## src/rtl/debug_bus_driver_pkg.sv

```systemverilog
// Shared definitions for the debugger bus driver and its arbiter.
// State encodings and the counter width.
package debug_bus_driver_pkg;

    localparam int CNT_W = 8;

    localparam logic [2:0] ST_IDLE     = 3'd0;
    localparam logic [2:0] ST_WAIT_GNT = 3'd1;
    localparam logic [2:0] ST_TURN     = 3'd2;
    localparam logic [2:0] ST_DRIVE    = 3'd3;
    localparam logic [2:0] ST_RELEASE  = 3'd4;

endpackage

```

## src/rtl/debug_bus_driver_down_counter.sv

```systemverilog
// Loadable down counter with enable and zero flag.
// Saturates at zero.
module debug_down_counter
    import debug_bus_driver_pkg::*;
#(
    parameter int W = CNT_W
) (
    input  logic         clk,
    input  logic         rst,
    input  logic         load,
    input  logic [W-1:0] load_val,
    input  logic         en,
    output logic         zero
);

    logic [W-1:0] count;

    always_ff @(posedge clk or posedge rst) begin
        if (rst) begin
            count <= '0;
        end else if (load) begin
            count <= load_val;
        end else if (en && (count != '0)) begin
            count <= count - 1'b1;
        end
    end

    assign zero = (count == '0);

endmodule

```

## src/rtl/debug_bus_driver.sv

```systemverilog
// Debugger shared-bus sequencer: request, turnaround, hold, release.
// Optional parity output enabled by DEBUG_BUS_PARITY_EN.
module debug_bus_driver
    import debug_bus_driver_pkg::*;
#(
    parameter int size        = 32,
    parameter int TURN_CYCLES = 1,
    parameter int HOLD_CYCLES = 2
) (
    input  logic            clk,
    input  logic            rst,
    input  logic            req_valid,
    input  logic [size-1:0] req_data,
    output logic            req_ready,
    output logic            bus_req,
    input  logic            bus_gnt,
    output logic [size-1:0] bus_data_out,
    output logic            bus_oe,
    output logic            bus_parity,
    output logic            done
);

    localparam logic NO_TURN = (TURN_CYCLES == 0);
    localparam logic [CNT_W-1:0] TURN_LOAD =
        (TURN_CYCLES > 0) ? CNT_W'(TURN_CYCLES - 1) : '0;
    localparam logic [CNT_W-1:0] HOLD_LOAD = CNT_W'(HOLD_CYCLES - 1);

    logic [2:0]      state;
    logic [2:0]      state_nxt;
    logic [size-1:0] word;
    logic            accept;
    logic            drive;
    logic            turn_load;
    logic            turn_zero;
    logic            hold_load;
    logic            hold_zero;

    assign accept = (state == ST_IDLE) && req_valid;

    always_comb begin
        state_nxt = state;
        turn_load = 1'b0;
        hold_load = 1'b0;
        unique case (state)
            ST_IDLE: begin
                if (req_valid) state_nxt = ST_WAIT_GNT;
            end
            ST_WAIT_GNT: begin
                if (bus_gnt) begin
                    if (NO_TURN) begin
                        state_nxt = ST_DRIVE;
                        hold_load = 1'b1;
                    end else begin
                        state_nxt = ST_TURN;
                        turn_load = 1'b1;
                    end
                end
            end
            ST_TURN: begin
                if (!bus_gnt) begin
                    state_nxt = ST_WAIT_GNT;
                end else if (turn_zero) begin
                    state_nxt = ST_DRIVE;
                    hold_load = 1'b1;
                end
            end
            ST_DRIVE: begin
                // Preemption keeps the word; the hold window restarts on re-entry.
                if (!bus_gnt) begin
                    state_nxt = ST_WAIT_GNT;
                end else if (hold_zero) begin
                    state_nxt = ST_RELEASE;
                end
            end
            ST_RELEASE: state_nxt = ST_IDLE;
            default:    state_nxt = ST_IDLE;
        endcase
    end

    always_ff @(posedge clk or posedge rst) begin
        if (rst) begin
            state <= ST_IDLE;
            word  <= '0;
        end else begin
            state <= state_nxt;
            if (accept) word <= req_data;
        end
    end

    debug_down_counter #(.W(CNT_W)) u_turn_cnt (
        .clk      (clk),
        .rst      (rst),
        .load     (turn_load),
        .load_val (TURN_LOAD),
        .en       (state == ST_TURN),
        .zero     (turn_zero)
    );

    debug_down_counter #(.W(CNT_W)) u_hold_cnt (
        .clk      (clk),
        .rst      (rst),
        .load     (hold_load),
        .load_val (HOLD_LOAD),
        .en       (state == ST_DRIVE),
        .zero     (hold_zero)
    );

    assign drive        = (state == ST_DRIVE);
    assign bus_oe       = drive;
    assign bus_data_out = drive ? word : '0;
    assign bus_req      = (state == ST_WAIT_GNT) || (state == ST_TURN) || drive;
    assign done         = (state == ST_RELEASE);
    assign req_ready    = (state == ST_IDLE);

`ifdef DEBUG_BUS_PARITY_EN
    logic parity_q;

    always_ff @(posedge clk or posedge rst) begin
        if (rst) begin
            parity_q <= 1'b0;
        end else if (accept) begin
            parity_q <= ^req_data;
        end
    end

    assign bus_parity = drive & parity_q;
`else
    assign bus_parity = 1'b0;
`endif

endmodule
```

## config.mk

```make
export PLATFORM = sky130hd
export DESIGN_NAME = debug_bus_driver
export DESIGN_NICKNAME = d
export VERILOG_FILES = /design/src/rtl/debug_bus_driver_pkg.sv /design/src/rtl/debug_bus_driver_down_counter.sv /design/src/rtl/debug_bus_driver.sv
export SDC_FILE = /design/constraint.sdc
export NUM_CORES = 1
export LEC_CHECK = 0
export CAP_MARGIN = 25
export CORE_ASPECT_RATIO = 0.5
export CORE_UTILIZATION = 49
export DETAILED_ROUTE_END_ITERATION = 7
export GPL_TIMING_DRIVEN = 0
export PLACE_DENSITY = 0.86
export SKIP_LAST_GASP = 1
export SLEW_MARGIN = 25
export SYNTH_ARGS = -nofsm -noshare
export SYNTH_HDL_FRONTEND = slang
export SYNTH_HIERARCHICAL = 1
export SYNTH_SLANG_ARGS = --single-unit
```

## constraint.sdc

```tcl
create_clock -name clk -period 3.1 [get_ports clk]
set_clock_uncertainty 0.1 [all_clocks]
set_input_delay 0.62 -clock clk [delete_from_list [all_inputs] [get_ports clk]]
set_output_delay 0.62 -clock clk [all_outputs]
set_load 0.02 [all_outputs]
```

Word level (Yosys, flattened, before mapping). Cells that the tools add are included.

Flip-flop bits (word level): 51. Bits in latches: 0. Memory bits (writable): 0. ROM bits: 0. Input bits: 36. Output and inout bits: 37. Word-level logic and storage cells: 44. Memories kept: 0.

Add/subtract/negate cells: 2. Multiply operators: 0. Div/mod/pow operators: 0. Magnitude comparators: 0. Equality and inequality tests: 8. Shift operators: 0. Muxes and demuxes: 17. Bitwise operators: 0. Reductions and logical operators: 13.

Operator list (number): 32-bit two-way mux (1); 8-bit two-way mux (4); 3-bit two-way mux (6); 8-bit zero test (2); 8-bit nonzero test (2); 8-bit by 1-bit subtractor with 8-bit output (second input constant) (2); 3-bit one-hot mux with 4 select lines (1); 3-bit by 2-bit == test with 1-bit output (second input constant) (2); 1-bit two-way mux (5); 2-bit != test (second input constant) (2); 4-bit AND reduction (1); 2-bit nonzero test (2); 3-bit by 1-bit == test with 1-bit output (second input constant) (1); 3-bit == test (second input constant) (1); 1-bit logical AND (3); 3-bit zero test (1); 3-bit by 2-bit != test with 1-bit output (second input constant) (1); 3-bit != test (second input constant) (1); 1-bit logical OR (2).

Logic depth before layout (Yosys ltp).
Depth in word-level cells: 5. Mapped depth: 9. Gate-level depth less buffers: 9.

By module. Netlist, hierarchy kept.

Modules (own cells, without submodules): debug_bus_driver (times used 1, cells an instance 132, area each 1770.4 µm²); debug_down_counter (times used 2, cells an instance 53, area each 495.5 µm²).

Worst setup path before layout. No wires, ideal clock.

Path kind: register to register. From: register u_turn_cnt.count[0]. To: register u_hold_cnt.count[5]. Setup time: 136 ps. Data arrival time: 2206 ps. Data required time: 2864 ps. Slack: 658 ps. Stages on the path, launching flop included: 9. Path buffers: 1. Cell sequence: dfrtp_1 -> inv_1 -> ha_1 -> or4b_4 -> nor2_1 -> inv_1 -> nor3_1 -> clkbuf_1 -> o21ai_0.

Cells in the longest elaborated chain, start to end: 5. Elaborated cells between the ends (all ways): 6. Classes of those cells: mux: 4; reduce/logical: 2.

RTL lines: start: declaration (line debug_bus_driver_down_counter.sv:16) `logic [W-1:0] count;`; start signal: assignment (line debug_bus_driver_down_counter.sv:22) `count <= load_val;`; start signal: assignment (line debug_bus_driver_down_counter.sv:24) `count <= count - 1'b1;`; 8-bit zero test (*) (line debug_bus_driver_down_counter.sv:28) `assign zero = (count == '0);`; named net turn_zero (line debug_bus_driver.sv:34) `logic turn_zero;`; 1-bit two-way mux (*) (line debug_bus_driver.sv:62) `end else if (turn_zero) begin`; 1-bit two-way mux (*) (line debug_bus_driver.sv:60) `if (!bus_gnt) begin`; 1-bit two-way mux (*) (line debug_bus_driver.sv:44) `unique case (state)`; named net hold_load (line debug_bus_driver.sv:35) `logic hold_load;`; 8-bit two-way mux or 2-bit nonzero test (tied branches); end signal: assignment (line debug_bus_driver_down_counter.sv:22); end signal: assignment (line debug_bus_driver_down_counter.sv:24); end: declaration (line debug_bus_driver_down_counter.sv:16).

Mark *: on every way through the listed nets, which the timed path passes. The rest lies on a longest branch. A chain may end at the register's enable or synchronous reset.

Worst setup path in the final report. Ends and elaborated chain as after synthesis.

==> impl_metrics.csv <==
group,metric,value,unit
status,status,"finished clean",
clock_tree,postCtsSetupRepairBufs,0,
floorplan,initial_utilization,53.5,%
routing,drc_errors,0,
layout,final_area,3750,um^2
setup_path,reg2reg_slack,210,ps
setup_path,worstPathCellList,"inv_1 > ha_1 > or4b_4 > nor2_1 > inv_1 > nor3_1 > clkbuf_1 > o21ai_0",
setup_path,r2r-start,"u_turn_cnt/count[0]",
layout,area_growth,35.9,%
setup_path,cp-end-kind,"flop",
layout,drive_above_1_share,17.8,%
routing,viasPerCell,5.11,
layout,finish.utilization,72.8,%
synth,synth.distinct_cells,40,
sta,worst_pin_slew,913,ps
synth,synth_area,2760,um^2
grt,grt_pass1_vias,2023,
synth,synth-seq-cells,51,
min_path,hold_depth,1,
setup_path,cpPeakStageDelay,660,ps
setup_path,crit_type,"reg -> reg",
sta,hold_viol,0,
synth,synth-main-ff-cell,"dfrtp_1",
synth,syn_inst,238,
layout,layout_common_cells,"71 x clkdlybuf4s50_1, 51 x dfrtp_1, 33 x and2_1, 30 x mux2_4, 18 x nand2_1",
setup_path,rr_worst_depth,8,
clock_tree,cts-root-buf,"clkbuf_8",
sta,tns,0,ps
setup_path,critPathMostFrequentCell,"inv_1",
layout,regArea,1280,um^2
setup_path,cp.depth,8,
clock_tree,clock_sinks,51,
power_and_ir_drop,power_leakage,1.57,nW
job,maxCapViolations,0,
clock_tree,cts_tree,"yes",
routing,wire_per_inst,15.2,um
sta,rsz0062_at_grt,"no",
placed_design,dp_hpwl,4370,um
grt,grt_max_degree,36,
routing,first_pass_iters,4,
synth,synth_enable_flop_cells,0,
routing,routed_wirelength,6110,um
layout,num-fill-cells,374,
clock_tree,clock_latency,300,ps
layout,multi_input_area,1410,um^2
layout,final_common_cell,"clkdlybuf4s50_1",
power_and_ir_drop,peakVddDrop,0.391,mV
synth,async_flop_share,100,%
sta,setup_ws,209,ps
floorplan,num_rows,18,
grt,grt_usage,21.6,%
min_path,hold_path_class,"reg -> reg",
setup_path,start_kind,"flop",
routing,vias,2054,
sta,maxSlewHeadroom,39.0,%
setup_path,crit_path_end,"u_hold_cnt/count[5]",
placed_design,port-buffer-count,71,
floorplan,dieArea,5960,um^2
synth,yosysSeqAreaShare,46.2,%
layout,finalNetCount,371,
sta,min_period_over_period,93.2,%
setup_path,crit_start,"u_turn_cnt/count[0]",
floorplan,die-height,55.1,um
routing,ant_nets,0,
synth,yosys_warnings,6,
clock_tree,h-tree-depth,2,
routing,drtIter0Drc,82,
synth,syn_avg_cell_area,11.6,um^2
grt,grt_pass1_wl,9460,um
setup_path,critPathArrivalTime,2960,ps
placed_design,dp_slack,227,ps
placed_design,place.gp.congestion,0.823,
clock_tree,cts.reportedPaths.clkPinSlew,90,ps
setup_path,crit_family,"simple AND/OR/NAND/NOR gates",
clock_tree,cts.path.max_buffers,2,
floorplan,die_w,108,um
setup_path,slowest_stage,"nor3_1",
grt,grt-ovfl-total,0,
sta,hold_ws,412,ps
floorplan,ios,73,
setup_path,cp_max_fo,10,
floorplan,core_area,5160,um^2
power_and_ir_drop,power_density,841,nW/um^2
sta,min_period,2890,ps
setup_path,r2r_end,"u_hold_cnt/count[5]",
sta,maxSlewViolCount,0,
sta,fmax,0.346,GHz
setup_path,cp.required,3170,ps
setup_path,critPathBufInv,3,
layout,antenna-diode-count,0,
sta,setup_viol,0,
grt,grt_antenna_before_repair,0,
placed_design,dpl_cell_area,3620,um^2
clock_tree,cts_hold_buf,0,
clock_tree,cts_made_buffers,5,
[state kept, by name, indices dropped and copies added (netlist names)]
signal	count
word	32
u_hold_cnt/count	8
u_turn_cnt/count	8
state	3
[power breakdown]
| group | switching [mW] | internal, mW |
|---|---|---|
| Clock | 0.228 | 0.323 |
| Sequential | 0.241 | 0.987 |
| Combinational | 0.590 | 0.786 |
| Total | 1.06 | 2.10 |
[layer usage]
metal  up-vias  GRT usage [%]  share of wire [%]  wire [um]
met4         0           4.11               0.56         34
met1      1027           25.1                 43       2600
met5         -              0                  0          0
li1        984              -                  -          -
met3         5           4.57                3.6        220
met2        38           42.8                 53       3260
[how the worst min path moves through the flow]
stage	startpoint	end	slack (ps)
floorplan	rst	u_hold_cnt/count[0]	340
global placement	word[27]	word[27]	380
detailed placement	word[19]	word[19]	390
CTS	word[28]	word[28]	410
global route	word[23]	word[23]	430
finish	word[23]	word[23]	410
[cells in the mapped netlist, drive strengths merged (3+ instances only)]
cell type	count	area share (%)
nor3b	4	1.1
nor2	9	1.2
ha	4	1.8
buf	6	3.0
mux2	34	18
nand2b	3	0.68
xor2	4	1.3
nor3	7	1.4
inv	9	1.2
and2	34	7.8
dfrtp	51	46
nor4	3	1.1
o21ai	16	3.2
clkbuf	4	0.54
xnor2	4	1.3
a21oi	3	0.54
nand2	18	2.4
[metrics by stage]
step	total power, mW	std cells
after floorplan	2.12	253
after global placement	2.50	394
after detailed placement	2.59	394
after CTS	3.16	402
after global routing	3.33	402
final	3.16	402
[kinds of logic (layout without fill, tap and decap cells)]
| group | count (synthesis) | in the layout | share of synthesized area (%) |
|---|---|---|---|
| flip-flops | 51 | 51 | 46.2 |
| buffers and inverters | 19 | 98 | 4.80 |
| other | 2 | 17 | 0.272 |
| XOR/XNOR | 8 | 8 | 2.54 |
| multiplexers | 34 | 34 | 17.9 |
| AND/OR/NAND/NOR | 91 | 91 | 19.8 |
| AO/OA/AOI/OAI | 29 | 29 | 6.62 |
| adder cells (fa/ha/maj) | 4 | 4 | 1.81 |
[layout make-up]
class	count	area share [%]
plain buffers	10	2.70
clock buffers	6	1.93
clock inverters	2	1.60
inverters	9	0.900
multi-input cells	183	37.6
flip-flops and latches	51	34.0
well taps	70	2.33
repair buffers	71	18.9
[worst register-to-register path, stage by stage, from the launching register on]
cell,delay (ps)
dfrtp_1,390
inv_1,110
ha_1,180
or4b_4,490
nor2_1,210
inv_1,70
nor3_1,660
clkbuf_1,370
o21ai_0,170
[repair_timing]
action                                  in CTS  in global routing
pin swaps                                    0                  0
endpoints found under the setup margin       1                 22
resized for setup                            1                  3
No activity file was read; power rests on OpenSTA's default activity.
